$ cat src/rtl/loader_pkg.sv
// Shared types for the program loader: top-level FSM states and error codes.
package loader_pkg;

    typedef enum logic [2:0] {
        HDR,
        LOAD,
        REL,
        STHI,
        STLO,
        RUN,
        ERR
    } state_t;

    localparam logic [1:0] ERR_NONE    = 2'd0;
    localparam logic [1:0] ERR_LEN     = 2'd1;
    localparam logic [1:0] ERR_TIMEOUT = 2'd2;
    localparam logic [1:0] ERR_CSUM    = 2'd3;

endpackage

$ cat src/rtl/loader_start_seq.sv
// Start/timeout timer for the CPU start handshake: measures the cpu_start high
// phase and the wait for cpu_done to fall after start is released.
module loader_start_seq #(
    parameter int START_CYCLES = 2,
    parameter int TIMEOUT      = 16
) (
    input  logic clk,
    input  logic rst,
    input  logic i_hi,
    input  logic i_lo,
    input  logic i_cpu_done,
    output logic o_go,
    output logic o_ok,
    output logic o_timeout
);

    localparam int MAX_CYC = (START_CYCLES > TIMEOUT) ? START_CYCLES : TIMEOUT;
    localparam int CW      = $clog2(MAX_CYC + 1);

    localparam logic [CW-1:0] HI_LAST = CW'(START_CYCLES - 1);
    localparam logic [CW-1:0] LO_LAST = CW'(TIMEOUT - 1);
    localparam logic [CW-1:0] ONE     = CW'(1);

    logic [CW-1:0] r_cnt;

    // o_go ends the high phase; ok/timeout resolve the low phase on the same edge.
    assign o_go      = i_hi && (r_cnt == HI_LAST);
    assign o_ok      = i_lo && !i_cpu_done;
    assign o_timeout = i_lo && i_cpu_done && (r_cnt == LO_LAST);

    // NOTE: sequential state uses non-blocking assignments only, so every
    // register in the block samples the same pre-edge values.
    always_ff @(posedge clk or posedge rst) begin
        if (rst) begin
            r_cnt <= '0;
        end else if (!(i_hi || i_lo) || o_go || o_ok || o_timeout) begin
            r_cnt <= '0;
        end else begin
            r_cnt <= r_cnt + ONE;
        end
    end

endmodule

$ cat src/rtl/program_loader.sv
// Loads a length-prefixed byte stream into CPU memory, then releases and starts
// the CPU. Optional trailing checksum byte enabled by LOADER_CHECKSUM_EN.
module program_loader
    import loader_pkg::*;
#(
    parameter int ADDR_W       = 5,
    parameter int DATA_W       = 8,
    parameter int START_CYCLES = 2,
    parameter int TIMEOUT      = 16
) (
    input  logic              clk,
    input  logic              rst,
    input  logic              s_valid,
    output logic              s_ready,
    input  logic [DATA_W-1:0] s_data,
    output logic              mem_we,
    output logic [ADDR_W-1:0] mem_addr,
    output logic [DATA_W-1:0] mem_wdata,
    output logic              cpu_rst,
    output logic              cpu_start,
    input  logic              cpu_done,
    output logic              busy,
    output logic              loaded,
    output logic              err,
    output logic [1:0]        err_code
);

    localparam int unsigned     CAP     = 1 << ADDR_W;
    localparam logic [ADDR_W:0] CNT_ONE = (ADDR_W + 1)'(1);

    state_t              r_state;
    logic [ADDR_W:0]     r_cnt;
    logic [ADDR_W:0]     r_len;
    logic                r_mem_we;
    logic [ADDR_W-1:0]   r_mem_addr;
    logic [DATA_W-1:0]   r_mem_wdata;
    logic                r_cpu_rst;
    logic                r_cpu_start;
    logic                r_busy;
    logic                r_loaded;
    logic                r_err;
    logic [1:0]          r_err_code;
`ifdef LOADER_CHECKSUM_EN
    logic [DATA_W-1:0]   r_csum;
`endif

    logic                w_accept;
    logic                w_len_ok;
    logic                w_hi_end;
    logic                w_ok;
    logic                w_timeout;
    logic [ADDR_W:0]     w_cnt_nxt;

    assign s_ready   = (r_state inside {HDR, LOAD, RUN, ERR});
    assign w_accept  = s_valid && s_ready;
    assign w_len_ok  = (s_data != '0) && (32'(s_data) <= CAP);
    assign w_cnt_nxt = r_cnt + CNT_ONE;

    assign mem_we    = r_mem_we;
    assign mem_addr  = r_mem_addr;
    assign mem_wdata = r_mem_wdata;
    assign cpu_rst   = r_cpu_rst;
    assign cpu_start = r_cpu_start;
    assign busy      = r_busy;
    assign loaded    = r_loaded;
    assign err       = r_err;
    assign err_code  = r_err_code;

    loader_start_seq #(
        .START_CYCLES (START_CYCLES),
        .TIMEOUT      (TIMEOUT)
    ) u_start_seq (
        .clk        (clk),
        .rst        (rst),
        .i_hi       (r_state == STHI),
        .i_lo       (r_state == STLO),
        .i_cpu_done (cpu_done),
        .o_go       (w_hi_end),
        .o_ok       (w_ok),
        .o_timeout  (w_timeout)
    );

    always_ff @(posedge clk or posedge rst) begin
        if (rst) begin
            r_state     <= HDR;
            r_cnt       <= '0;
            r_len       <= '0;
            r_mem_we    <= 1'b0;
            r_mem_addr  <= '0;
            r_mem_wdata <= '0;
            r_cpu_rst   <= 1'b1;
            r_cpu_start <= 1'b0;
            r_busy      <= 1'b0;
            r_loaded    <= 1'b0;
            r_err       <= 1'b0;
            r_err_code  <= ERR_NONE;
`ifdef LOADER_CHECKSUM_EN
            r_csum      <= '0;
`endif
        end else begin
            r_mem_we <= 1'b0;
            case (r_state)
                // Every accepted byte in these states is a header.
                HDR, RUN, ERR: begin
                    if (w_accept) begin
                        r_cpu_rst <= 1'b1;
                        r_loaded  <= 1'b0;
                        if (w_len_ok) begin
                            r_len      <= s_data[ADDR_W:0];
                            r_cnt      <= '0;
                            r_busy     <= 1'b1;
                            r_err      <= 1'b0;
                            r_err_code <= ERR_NONE;
`ifdef LOADER_CHECKSUM_EN
                            r_csum     <= '0;
`endif
                            r_state    <= LOAD;
                        end else begin
                            r_busy     <= 1'b0;
                            r_err      <= 1'b1;
                            r_err_code <= ERR_LEN;
                            r_state    <= ERR;
                        end
                    end
                end
                LOAD: begin
                    if (w_accept) begin
`ifdef LOADER_CHECKSUM_EN
                        if (r_cnt == r_len) begin
                            if (s_data == r_csum) begin
                                r_state <= REL;
                            end else begin
                                r_busy     <= 1'b0;
                                r_err      <= 1'b1;
                                r_err_code <= ERR_CSUM;
                                r_state    <= ERR;
                            end
                        end else begin
                            r_mem_we    <= 1'b1;
                            r_mem_addr  <= r_cnt[ADDR_W-1:0];
                            r_mem_wdata <= s_data;
                            r_csum      <= r_csum + s_data;
                            r_cnt       <= w_cnt_nxt;
                        end
`else
                        r_mem_we    <= 1'b1;
                        r_mem_addr  <= r_cnt[ADDR_W-1:0];
                        r_mem_wdata <= s_data;
                        r_cnt       <= w_cnt_nxt;
                        if (w_cnt_nxt == r_len) begin
                            r_state <= REL;
                        end
`endif
                    end
                end
                // Start is only raised once the CPU has seen a full cycle out of reset.
                REL: begin
                    r_cpu_rst <= 1'b0;
                    if (!r_cpu_rst && cpu_done) begin
                        r_cpu_start <= 1'b1;
                        r_state     <= STHI;
                    end
                end
                STHI: begin
                    if (w_hi_end) begin
                        r_cpu_start <= 1'b0;
                        r_state     <= STLO;
                    end
                end
                STLO: begin
                    if (w_ok) begin
                        r_busy   <= 1'b0;
                        r_loaded <= 1'b1;
                        r_state  <= RUN;
                    end else if (w_timeout) begin
                        r_busy     <= 1'b0;
                        r_err      <= 1'b1;
                        r_err_code <= ERR_TIMEOUT;
                        r_cpu_rst  <= 1'b1;
                        r_state    <= ERR;
                    end
                end
                default: r_state <= HDR;
            endcase
        end
    end

endmodule

$ cat config.mk
export PLATFORM = sky130hd
export DESIGN_NAME = program_loader
export DESIGN_NICKNAME = d
export VERILOG_FILES = /design/src/rtl/loader_pkg.sv /design/src/rtl/loader_start_seq.sv /design/src/rtl/program_loader.sv
export SDC_FILE = /design/constraint.sdc
export NUM_CORES = 1
export LEC_CHECK = 0
export ABC_AREA = 1
export CELL_PAD_IN_SITES_DETAIL_PLACEMENT = 0
export CELL_PAD_IN_SITES_GLOBAL_PLACEMENT = 1
export CORE_ASPECT_RATIO = 1.2
export CORE_MARGIN = 2
export CORE_UTILIZATION = 30
export CTS_CLUSTER_SIZE = 12
export DETAILED_ROUTE_END_ITERATION = 16
export PLACE_DENSITY = 0.64
export SLEW_MARGIN = 20
export SYNTH_ARGS = -nofsm -noshare
export SYNTH_HDL_FRONTEND = slang
export SYNTH_HIERARCHICAL = 1
export SYNTH_SLANG_ARGS = --single-unit
$ cat constraint.sdc
create_clock -name clk -period 1.75 [get_ports clk]
set_input_delay 0.175 -clock clk [delete_from_list [all_inputs] [get_ports clk]]
set_output_delay 0.175 -clock clk [all_outputs]
set_load 0.01 [all_outputs]
==> metrics <==
Starting DRT DRC Count 48; kind of critical path reg -> reg; Max Slew Vio Count 0; reg2reg end r_state[0]; Adder-Cell Fraction of Synth Area approximately 2.3%; final worst setup slack -27.4 ps; commonest cells after routing, fill and taps aside 87 x nand2_1, 40 x dfrtp_1, 39 x inv_1, 32 x clkdlybuf4s50_1, 31 x buf_4; commonest non-fill, non-tap cell in the layout nand2_1; Root Driver clkbuf_8; slowest CP cell dfrtp_1; final WL just over 5000 µm; core box area around 0.0069 mm²; crit path cell chain ha_2 > nand2_2 > nor2_2 > ha_1 > inv_2 > nor2_2 > nor2_1 > nand2_1 > o21ai_2 > a211oi_4 > nand2_2 > nand2_1 > nand2_1; Inserted Clock Buffers 5; Simple-Gate Fraction of Synth Area a little under a third; drt wl/cell around 12 µm; Pint 2730 µW; post-synth net total 290; reg-to-reg startpoint u_start_seq/r_cnt[1]; H-tree depth 2; first-pass GRT wire length a little over 9000 µm; CP max stage delay 360 ps; Post-Synth XOR/XNOR Area less than 1%; Final nets 360; DR DRC count 0; Fin Clk Skew slightly above 4 ps; initial antenna violation count 0; Post-DP Area 0.00285 mm²; CTS tree built; die width between 80 and 90 µm; gp weighted congestion just over 0.8; # diodes 0; post-route cell area 0.00299 mm²; Syn-to-layout area delta 37.8%; Switching Fraction between 40% and 50%; Post-Synthesis Cells 274; Clock Power Share approximately 14%; mux contribution to synthesized area 0%; CP Launch Type register; routed vias 1946; hpwl dp 3990 µm; Total GRT Usage 14.7%; R2R depth 13; Tmin final between 1500 and 2000 ps; status complete, but fails checks; yosys warns 6; Avg Inst Size Synth 7.92 µm²; Tightest Pin Transition ~430 ps; final hold violation count 0; failing checks negative setup slack; vias in the first global route roughly 2.0k; Reg clk slew, reported paths approximately 90 ps; Max Cap Viol 0; Initial Util a little under a third; Post-Place Cells 421; residual overflow from global routing 0; CP Data Required Time just under 2000 ps; logic gate share of total power a little over half; Final setup viols 3; fmax 0.563 GHz; Die Footprint slightly below 0.008 mm²; CTS Buffer Depth 2; worst hold slack between 90 and 100 ps; IO Count 34; power per cell area around 1500 mW/mm²; synth unique cells 28; DRT Pass-1 Iters 4; die height just under 100 µm; R2R Setup Slk -30 ps; via-per-instance ratio 4.50; setup slack at placement -131 ps; Worst-Skew Late Latency about 300 ps; Seq/Total Area, Yosys 47.3%; Mapped Area 0.00217 mm²; fin crit share 102%; clk sinks about 40; RSZ-0062 raised after global routing yes; Worst VDD drop ~0.00061 V; share of cells above drive strength 1 around 22%; ANT nets after route 0; number of synthesized register bits around 40; Crit Path Max Fanout 4; port bufs 33; largest net degree at the start of global routing 37; Post-Route Setup TNS -73.8 ps; Crit path top cell by count nand2_1; Max transition margin a little under three quarters; Row Count 33; Static Leak ~0.0015 µW; crit path DAT around 2000 ps; Worst Hold Class in -> async; CP endpoint kind register; Post-Layout Cell Count 432; NetSw between 1500 and 2000 µW; post-synthesis compound-gate area fraction a little under a tenth; largest family of logic cells by synthesized area simple AND/OR/NAND/NOR gates; Reg power frac approximately 34%
==> metrics by stage <==
stage / total power [µW] / util [%]
2_1_floorplan: 2850 / -
3_3_place_gp: 3890 / 41.0
3_5_place_dp: 3900 / 41.0
4_1_cts: 4580 / 42.5
5_1_grt: 4980 / 43.1
6_report: 4550 / 43.1
==> cell type report <==
cell class / count / area (µm²)
well taps: 87 / 109
repair buffers: 66 / 603
clock buffers: 5 / 68.8
multi-input cells: 187 / 1000
fillers: 709 / 3950
flip-flops and latches: 41 / 1030
clock inverters: 3 / 21.3
inverters: 43 / 161
==> cells in the mapped netlist <==
library cell   n  area share [%]
a21oi_1        4            0.92
nand3b_1       1            0.35
buf_2          2            0.46
xnor2_1        1            0.40
dfrtp_1       40              46
inv_1         41             7.1
a32o_1         1            0.46
o21ai_1        3            0.69
nand3_1       22             5.1
buf_6          1            0.52
dfstp_2        1             1.2
ha_1           4             2.3
nor2_1        12             2.1
nand2_1       88              15
a211oi_4       1            0.92
nand2_4        2             1.0
nor2_2         6             1.7
nand3_2        2            0.92
nand3_4        1            0.81
nor3_1         3            0.69
nand4_1        3            0.86
nand2_2        4             1.2
o2111ai_1      1            0.40
o21ai_2        3             1.2
o21bai_1       1            0.35
nor2_4         4             2.1
o21ai_0       20             4.6
inv_2          2            0.35
==> worst max-delay path, delay by kind of cell, from the launching register on <==
kind | cells | cell delay (ps)
adder cells (fa/ha/maj) | 2 | 350
AND/OR/NAND/NOR | 8 | 590
AO/OA/AOI/OAI | 2 | 320
flip-flops | 1 | 360
buffers and inverters | 1 | 40
==> per-layer routing <==
layer,GRT usage (%),wire length (µm)
met1,17.6,2290
met2,25.7,2620
met3,2.79,181
met4,4.87,99
met5,0,0
==> kinds of logic after synthesis <==
group                      count (synthesis)
adders and majority gates                  4
buffers and inverters                     46
and+or+nand+nor                          148
DFF                                       41
AOI/OAI and AO/OA                         34
xor gates and xnor gates                   1
==> sequential cells by signal (all words and copies together), names as in the netlist <==
name and cells:
r_state 3, mem_wdata 8, r_len 6, mem_we 1, err 1, loaded 1, u_start_seq/r_cnt 5, cpu_start 1
err_code 2, r_cnt 6, cpu_rst 1, busy 1, mem_addr 5
==> power by group through the flow <==
stage	Clock [µW]	Sequential (µW)	Combinational (µW)
2_1_floorplan	0	1640	1210
3_3_place_gp	0	1550	2340
3_5_place_dp	0	1550	2350
4_1_cts	669	1530	2380
5_1_grt	712	1570	2700
6_report	642	1530	2390
==> how the worst max path moves through the flow <==
stage,from,to,slack [ps],depth (start not counted)
finish,u_start_seq/r_cnt[1],r_state[0],-30,13
global route,u_start_seq/r_cnt[1],r_state[2],-210,13
CTS,u_start_seq/r_cnt[1],r_state[0],-60,13
detailed placement,u_start_seq/r_cnt[1],r_state[0],-130,13
global placement,u_start_seq/r_cnt[1],r_state[0],-110,13
floorplan,u_start_seq/r_cnt[0],r_state[2],-20,13
==> what timing repair did <==
item	in CTS	in global routing
hold buffers	0	0
pin swaps	3	3
setup buffers	1	2
resized for setup	3	9
setup endpoints to repair	7	12
Power figures use the tool's default switching activity.
